[config.mk]
export PLATFORM = sky130hd
export DESIGN_NAME = traffic_sensor_front_flat
export DESIGN_NICKNAME = d
export VERILOG_FILES = /design/src/rtl/traffic_sensor_front_if.sv /design/src/rtl/traffic_sensor_front.sv /design/src/flat_wrapper.sv
export SDC_FILE = /design/constraint.sdc
export NUM_CORES = 1
export LEC_CHECK = 0
export CORE_MARGIN = 4
export CORE_UTILIZATION = 50
export CTS_BUF_LIST = sky130_fd_sc_hd__clkbuf_8
export CTS_CLUSTER_DIAMETER = 30
export DETAILED_ROUTE_END_ITERATION = 12
export GPL_ROUTABILITY_DRIVEN = 1
export HOLD_SLACK_MARGIN = 0.02
export MAX_ROUTING_LAYER = met4
export PLACE_DENSITY = 0.81
export SLEW_MARGIN = 20
export SYNTH_ARGS = -nofsm -noshare
export SYNTH_HDL_FRONTEND = slang
export SYNTH_SLANG_ARGS = --single-unit
export TNS_END_PERCENT = 100
[constraint.sdc]
create_clock -name clk -period 3.32 [get_ports clk]
set_input_delay 0.664 -clock clk [delete_from_list [all_inputs] [get_ports clk]]
set_output_delay 0.664 -clock clk [all_outputs]
set_load 0.005 [all_outputs]
[src/rtl/traffic_sensor_front_if.sv]
// Sensor front-end signal bundle: controller feedback in, tick/extension strobes out.
// Latency: none, wires only.
// Backpressure: none; strobes are free-running.
interface traffic_sensor_front_if #(
  parameter int MAX_EXT = 2
);
  localparam int EW = $clog2(MAX_EXT + 1);

  logic          sensor_raw;
  logic          ns_green;
  logic          tick;
  logic          extension;
  logic          sensor_level;
  logic          req_pending;
  logic [EW-1:0] ext_count;

  modport master (
    input  sensor_raw, ns_green,
    output tick, extension, sensor_level, req_pending, ext_count
  );

  modport slave (
    output sensor_raw, ns_green,
    input  tick, extension, sensor_level, req_pending, ext_count
  );
endinterface

[src/rtl/traffic_sensor_front.sv]
// Tick prescaler plus debounced NS-loop sensor turned into capped, tick-aligned extensions.
// Latency: sensor_raw to sensor_level 2+DB_CYCLES clocks; grant at the next tick edge.
// Backpressure: none; requests beyond MAX_EXT per green phase wait until green ends.
module traffic_sensor_front #(
  parameter int CLK_DIV   = 1000,
  parameter int DB_CYCLES = 16,
  parameter int MAX_EXT   = 2
) (
  input  logic                   clk,
  input  logic                   reset,
  traffic_sensor_front_if.master bus
);
  localparam int DW = $clog2(CLK_DIV);
  localparam int BW = (DB_CYCLES > 1) ? $clog2(DB_CYCLES) : 1;
  localparam int EW = $clog2(MAX_EXT + 1);

  localparam logic [DW-1:0] DIV_LAST = DW'(CLK_DIV - 1);
  localparam logic [BW-1:0] DB_LAST  = BW'(DB_CYCLES - 1);
  localparam logic [EW-1:0] EXT_MAX  = EW'(MAX_EXT);

  logic [DW-1:0] div_cnt;
  logic          tick_q;
  logic          ext_q;
  logic          sync_a;
  logic          sensor_sync;
  logic [BW-1:0] db_cnt;
  logic          level_q;
  logic          level_d;
  logic          pend_q;
  logic [EW-1:0] cnt_q;

  logic tick_edge;
  logic rise;
  logic grant;

  assign tick_edge = (div_cnt == DIV_LAST);
  assign rise      = level_q & ~level_d;
  assign grant     = tick_edge & pend_q & bus.ns_green & (cnt_q < EXT_MAX);

  always_ff @(posedge clk or posedge reset) begin
    if (reset) begin
      div_cnt <= '0;
      tick_q  <= 1'b0;
    end else begin
      div_cnt <= tick_edge ? '0 : div_cnt + DW'(1);
      tick_q  <= tick_edge;
    end
  end

  always_ff @(posedge clk or posedge reset) begin
    if (reset) begin
      sync_a      <= 1'b0;
      sensor_sync <= 1'b0;
    end else begin
      sync_a      <= bus.sensor_raw;
      sensor_sync <= sync_a;
    end
  end

  // Any clock agreeing with the accepted level restarts the hold count.
  always_ff @(posedge clk or posedge reset) begin
    if (reset) begin
      db_cnt  <= '0;
      level_q <= 1'b0;
      level_d <= 1'b0;
    end else begin
      level_d <= level_q;
      if (sensor_sync == level_q) begin
        db_cnt <= '0;
      end else if (db_cnt == DB_LAST) begin
        level_q <= sensor_sync;
        db_cnt  <= '0;
      end else begin
        db_cnt <= db_cnt + BW'(1);
      end
    end
  end

  // Leaving NS green wipes the phase; a fresh arrival outranks the grant's clear.
  always_ff @(posedge clk or posedge reset) begin
    if (reset) begin
      pend_q <= 1'b0;
      cnt_q  <= '0;
      ext_q  <= 1'b0;
    end else begin
      ext_q <= grant;
      if (!bus.ns_green) begin
        pend_q <= 1'b0;
        cnt_q  <= '0;
      end else begin
        pend_q <= rise | (pend_q & ~grant);
        if (grant) cnt_q <= cnt_q + EW'(1);
      end
    end
  end

  assign bus.tick         = tick_q;
  assign bus.extension    = ext_q;
  assign bus.sensor_level = level_q;
  assign bus.req_pending  = pend_q;
  assign bus.ext_count    = cnt_q;
endmodule

[src/flat_wrapper.sv]
// flat-port wrapper written by rule: the top's interface ports become plain ports
module traffic_sensor_front_flat 
#(
  parameter int CLK_DIV   = 1000,
  parameter int DB_CYCLES = 16,
  parameter int MAX_EXT   = 2
)
  (clk, reset, bus_sensor_raw, bus_ns_green, bus_tick, bus_extension, bus_sensor_level, bus_req_pending, bus_ext_count);
  traffic_sensor_front_if #(.MAX_EXT(MAX_EXT)) bus_i ();
  input  logic clk;
  input  logic reset;
  input wire logic [$bits(bus_i.sensor_raw)-1:0] bus_sensor_raw;
  input wire logic [$bits(bus_i.ns_green)-1:0] bus_ns_green;
  output wire logic [$bits(bus_i.tick)-1:0] bus_tick;
  output wire logic [$bits(bus_i.extension)-1:0] bus_extension;
  output wire logic [$bits(bus_i.sensor_level)-1:0] bus_sensor_level;
  output wire logic [$bits(bus_i.req_pending)-1:0] bus_req_pending;
  output wire logic [$bits(bus_i.ext_count)-1:0] bus_ext_count;
  assign bus_i.sensor_raw = bus_sensor_raw;
  assign bus_i.ns_green = bus_ns_green;
  assign bus_tick = bus_i.tick;
  assign bus_extension = bus_i.extension;
  assign bus_sensor_level = bus_i.sensor_level;
  assign bus_req_pending = bus_i.req_pending;
  assign bus_ext_count = bus_i.ext_count;
  traffic_sensor_front #(.CLK_DIV(CLK_DIV), .DB_CYCLES(DB_CYCLES), .MAX_EXT(MAX_EXT)) u_core (.clk(clk), .reset(reset), .bus(bus_i));
endmodule
==> flow_summary.yaml <==
clocking:
  ctsHoldBuffers: 0
  cts_tree: "done"
  cts-root-buf: "clkbuf_8"
  clock_sink_count: 23
  insertion_delay_ps: 260
  postCtsSetupBuffers: 0
  cts_buffers: 3
  clockBufferDepth: 2
  clk_pin_slew_ps: 80
  h-tree-depth: 1
  cts_resized: 0
global_routing:
  grt_usage_pct: 17.3
  grt_overflow: 0
  grt_first_pass_wirelength_um: 3460
  grt_pass1_vias: 822
  antenna_found_initial: 0
  grt_max_degree: 24
die:
  start_util_pct: 52.8
  die_area_sq_um: 2890
  coreArea_sq_um: 1980
  ios: 10
  rows: 16
  die_h_um: 53.8
  die_x_um: 53.8
finish:
  areaGrowthSynthToFinish_pct: 15.2
  utilization_pct: 60.9
  final_cell_mix: "23 x dfrtp_1, 9 x clkdlybuf4s50_1, 8 x nand2_1, 5 x o21ai_0, 5 x a21oi_1"
  layout-drive-gt1-share_pct: 8.49
  layout_commonest_cell: "dfrtp_1"
  nets: 113
  antenna_cells: 0
sta:
  grt_setup_unrepaired: "false"
  slew_headroom_pct: 44.7
  layout_min_cycle_time_ps: 1890
  fin_skew_ps: 1.32
  setup_viol: 0
  whs_ps: 352
  final-hold-violation-count: 0
  fin_crit_sh_pct: 57.0
  worst_pin_slew_ps: 828
  setup_tns_ps: 0
  slew_viol_final: 0
  clock.fmax_mhz: 528
run_status:
  outcome: "complete, no violations"
critical_path:
  crit_chain: "clkdlybuf4s50_1"
  critPathMaxFanout: 4
  critPathMaxStageDelay_ps: 530
  worst-endpoint-required_ps: 2660
  start_kind: "flip-flop"
  path_buf_inv: 1
  crit_type: "reg2out"
  crit_slowest_cell: "clkdlybuf4s50_1"
  cp-end-kind: "primary output"
  crit_family: "buffers and inverters"
  arrival_ps: 1230
placed_design:
  port-buffer-count: 9
  dp_hpwl_um: 1360
  gp_congestion: 0.713
yosys:
  synth_ff_type: "dfrtp_1"
  postSynthAreaPerCell_sq_um: 11.1
  ys_seq_elements: 23
  syn-instance-count: 94
  synth_area_leaders: "dfrtp_1 55%, nand2_1 2.9%, xnor2_1 2.5%"
  synth.distinct_cells: 34
  synth_top_area_cell: "dfrtp_1"
  async_flop_share_pct: 100
  seq_area_frac_synth_pct: 55.0
  yosys_warnings: 0
  syn-num-nets: 100
  synth_area_sq_um: 1050
  synth_top_cell_area_share_pct: 55.0
  synth_edf_count: 0
routing:
  drtIter0Drc: 22
  vias_per_cell: 5.82
  avgRoutedWirePerCell_um: 14.6
  ant_nets: 0
  vias: 774
  wirelength_um: 1940
  first_pass_iters: 4
  drc_errors: 0
power_and_ir_drop:
  peakVddDrop_uv: 314
  total_power_w: 0.000473
  powerDensity_nw_per_um2: 392
  p_leak_nw: 0.494
hold_path:
  hp-class: "reg2reg"
flow_run:
  cap_violations: 0
per-stage QoR:
| step | instance area, sq um | setup slack [ps] | std cells |
|---|---|---|---|
| finish | 1210 | 1430 | 133 |
| global route | 1210 | 1380 | 133 |
| CTS | 1210 | 1410 | 133 |
| detailed placement | 1160 | 1580 | 129 |
| global placement | 1160 | 1580 | 129 |
| floorplan | 1050 | 1940 | 94 |
cell usage after synthesis, types with 3 or more instances:
cell     number
inv_1         4
nand3_1       4
dfrtp_1      23
nor3_1        4
o21ai_0       5
nor2b_1       3
nand2_1       8
xnor2_1       3
a21oi_1       5
nor2_1        4
final cells by class:
type | instances | area [sq um]
flip-flops and latches | 23 | 576
inverters | 4 | 15.0
clock buffers | 3 | 41.3
multi-input cells | 66 | 445
clock inverters | 1 | 5.00
well taps | 27 | 33.8
fillers | 156 | 776
repair buffers | 9 | 90.1
report_power, final:
group	total, W	leakage (nW)	switching [W]	internal (W)
logic	0.0000167	0.169	0.00000946	0.00000724
clock network	0.000168	0.0255	0.0000845	0.0000836
registers	0.000288	0.300	0.00000370	0.000284
metal layers:
layer / global-route usage, % / vias up / share of wire [%] / wire (um)
li1: - / 363 / - / -
met1: 19.2 / 385 / 43 / 825
met2: 27.8 / 20 / 51 / 990
met3: 2.49 / 6 / 4.0 / 77
met4: 13.2 / 0 / 2.5 / 48
met5: - / - / 0 / 0
state kept, by name, summed over array words and instances (netlist names):
| signal | cells |
|---|---|
| u_core.sync_a | 1 |
| u_core.sensor_sync | 1 |
| u_core.bus.extension | 1 |
| u_core.level_d | 1 |
| u_core.div_cnt | 10 |
| u_core.db_cnt | 4 |
| u_core.bus.ext_count | 2 |
| u_core.bus.sensor_level | 1 |
| u_core.bus.req_pending | 1 |
| u_core.bus.tick | 1 |
logic make-up (layout without fill, tap and decap cells):
logic type	after synthesis	after routing	share of synthesized area (%)
flops	23	23	55.0
mux	3	3	2.99
xor+xnor	4	4	3.35
buf+inv	5	17	2.51
compound gates	18	18	10.4
fa+ha+maj	2	2	2.39
simple gates	39	39	23.4
worst paths after layout:
kind                                                startpoint                             end  slack (ps)  cells past startpoint
setup / recovery           u_core.bus.ext_count[1]$_DFFE_PP0P_                bus_ext_count[1]        1430                      1
hold / removal                         u_core.sync_a$_DFF_PP0_    u_core.sensor_sync$_DFF_PP0_         350                      0
setup reg to reg                   u_core.div_cnt[0]$_DFF_PP0_  u_core.bus.extension$_DFF_PP0_        1660                      4
hold reg to reg                        u_core.sync_a$_DFF_PP0_    u_core.sensor_sync$_DFF_PP0_         350                      0
max in group asynchronous                                reset     u_core.div_cnt[7]$_DFF_PP0_        1950                      2
min in group asynchronous                                reset     u_core.div_cnt[1]$_DFF_PP0_         860                      2
Note: power is estimated with default switching activity, not from simulation.
==> variant: new RTL, config.mk and constraints unchanged <==
Make the reset (`reset`) synchronous in 4 clocked blocks.
--- a/src/rtl/traffic_sensor_front.sv
+++ b/src/rtl/traffic_sensor_front.sv
@@ -37,7 +37,7 @@
   assign rise      = level_q & ~level_d;
   assign grant     = tick_edge & pend_q & bus.ns_green & (cnt_q < EXT_MAX);
 
-  always_ff @(posedge clk or posedge reset) begin
+  always_ff @(posedge clk) begin
     if (reset) begin
       div_cnt <= '0;
       tick_q  <= 1'b0;
@@ -47,7 +47,7 @@
     end
   end
 
-  always_ff @(posedge clk or posedge reset) begin
+  always_ff @(posedge clk) begin
     if (reset) begin
       sync_a      <= 1'b0;
       sensor_sync <= 1'b0;
@@ -58,7 +58,7 @@
   end
 
   // Any clock agreeing with the accepted level restarts the hold count.
-  always_ff @(posedge clk or posedge reset) begin
+  always_ff @(posedge clk) begin
     if (reset) begin
       db_cnt  <= '0;
       level_q <= 1'b0;
@@ -77,7 +77,7 @@
   end
 
   // Leaving NS green wipes the phase; a fresh arrival outranks the grant's clear.
-  always_ff @(posedge clk or posedge reset) begin
+  always_ff @(posedge clk) begin
     if (reset) begin
       pend_q <= 1'b0;
       cnt_q  <= '0;
Function: same outputs for any inputs over 10 cycles, from zero or initial values and one cycle with reset high; that may be too few to reach the edited logic, so the function may still have changed.
==> variant against the original RTL <==
Total power down 0.47%; sequential cell count unchanged; count of clock-buffer cells in the layout unchanged; routed wire length down 21%; largest cell class unchanged; core utilization increased by 1.2 points; via count shrank 14%; worst setup slack worse by 0.0064 ns; final area shrank 11%; area after synthesis fell by 13%; critical endpoint unchanged.
==> variant: results (changes against the original RTL) <==
final_layout:
  largest_reg_flops: 10  # unchanged
  layout-drive-gt1-share_pct: 9.71  # +1.2 points
  largest_register: "u_core.div_cnt"
  finalNetCount: 110  # -2.7%
routing:
  m1WireLength_um: 752  # -8.8%
  viasPerCell: 5.23  # -10%
  met2WireLength_um: 696  # -30%
  wl_met3_um: 58  # -25%
  wl_per_cell_um: 12.0  # -18%
  drt_iter0_drc: 5  # -77%
placement:
  gp_congestion: 0.752  # +5.5%
  dp_slack_ns: 1.40  # -0.181 ns
  placed_cell_area_um2: 1030  # -12%
  hpwlAfterDp_mm: 1.09  # -20%
setup_path:
  reg2regPathDepth: 4  # unchanged
  r2r_setup_slack_ns: 1.77  # +0.11 ns
  crit_path_max_fanout: 5  # +1
  cpPeakStageDelay_ns: 0.54
  slowest_stage: "clkdlybuf4s50_1"
grt:
  groute.usage.overall_pct: 14.6  # -2.7 points
  met2_usage_pct: 21.5  # -6.3 points
  use_met1_pct: 17.6  # -1.6 points
  grt_pass1_wl_mm: 2.71  # -22%
  grt_pass1_vias: 665  # -19%
  grt_use_met3_pct: 4.45  # +2.0 points
  grt_start_max_net_pins: 13  # -46%
synthesis:
  synth_ff_type: "dfxtp_1"
  yosysUniqueCellTypes: 29  # -15%
  ys_seq_area_share_pct: 50.7  # -4.3 points
  synth_warnings: 0  # unchanged
  synth_nets: 97  # -3.0%
  yosys-top-cells-area: "dfxtp_1, nor2_1, or3_1"
  synth_common_cells: "dfxtp_1, nor2_1, nand2_1, or3_1"
  synth-async-reset-ratio_pct: 0  # -100 points
clocking:
  post-cts-setup-buffers: 0  # unchanged
  clk_latency_ns: 0.26  # about the same
  cts_hold_buf: 0  # unchanged
  clk_pin_slew_ns: 0.08  # about the same
  cts_inserted_buffers: 3  # unchanged
  cts_root_buf: "clkbuf_8"
worst_hold_path:
  hold_depth: 1  # +1
  worstHoldPathType: "reg2reg"
timing:
  drv_slew: 0  # unchanged
  relSlewSlack_pct: 74.8  # +30 points
  finClkSkew_ns: 0.00271  # +0.00139 ns
  fmax_mhz: 526  # -0.34%
power_and_ir_drop:
  power_leakage_nw: 0.353  # -29%
  ir_drop_uv: 368  # +17%
status:
  outcome: "complete, no violations"
[variant: cell types whose count changed in the layout (fill, tap and decap cells not counted), moves of 3 or more]
cell,before,now
or3_1,2,5
nand2_1,8,5
dfxtp_1,0,23
nor3_1,4,0
dfrtp_1,23,0
nor2_1,4,10
[variant: per-stage QoR]
step / hold WS, ns / std cells
final: 0.449 / 128
after floorplan: 0.414 / 91
after global placement: 0.426 / 124
after CTS: 0.453 / 128
after global routing: 0.463 / 128
after detailed placement: 0.431 / 124
[variant: kinds of logic (layout without fill, tap and decap cells)]
kind of cell,count (synthesis),count (layout),synth area share (%)
AND/OR/NAND/NOR,41,41,26.4
XOR/XNOR,6,6,5.79
flip-flops,23,23,50.7
AO/OA/AOI/OAI,14,14,10.9
multiplexers,2,2,2.20
adder cells (fa/ha/maj),2,2,2.75
buffers and inverters,3,15,1.24
[variant: final timing paths]
kind,from,end
setup / recovery,u_core.bus.ext_count[1]$_SDFFE_PP0P_,bus_ext_count[1]
hold / removal,u_core.sync_a$_SDFF_PP0_,u_core.sensor_sync$_SDFF_PP0_
setup reg to reg,u_core.div_cnt[0]$_SDFF_PP0_,u_core.div_cnt[1]$_SDFF_PP0_
hold reg to reg,u_core.sync_a$_SDFF_PP0_,u_core.sensor_sync$_SDFF_PP0_
[variant: report_power, final]
group          switching [mW]  leakage (nW)  internal [mW]
combinational         0.00793         0.140        0.00869
clock                  0.0870        0.0269         0.0826
sequential            0.00394         0.186          0.280
[variant: final cells by class]
class / instances / area, um^2
fillers: 155 / 656
clock inverters: 1 / 3.75
repair buffers: 9 / 90.1
clock buffers: 3 / 41.3
well taps: 25 / 31.3
flip-flops and latches: 23 / 460
inverters: 2 / 7.51
multi-input cells: 65 / 437
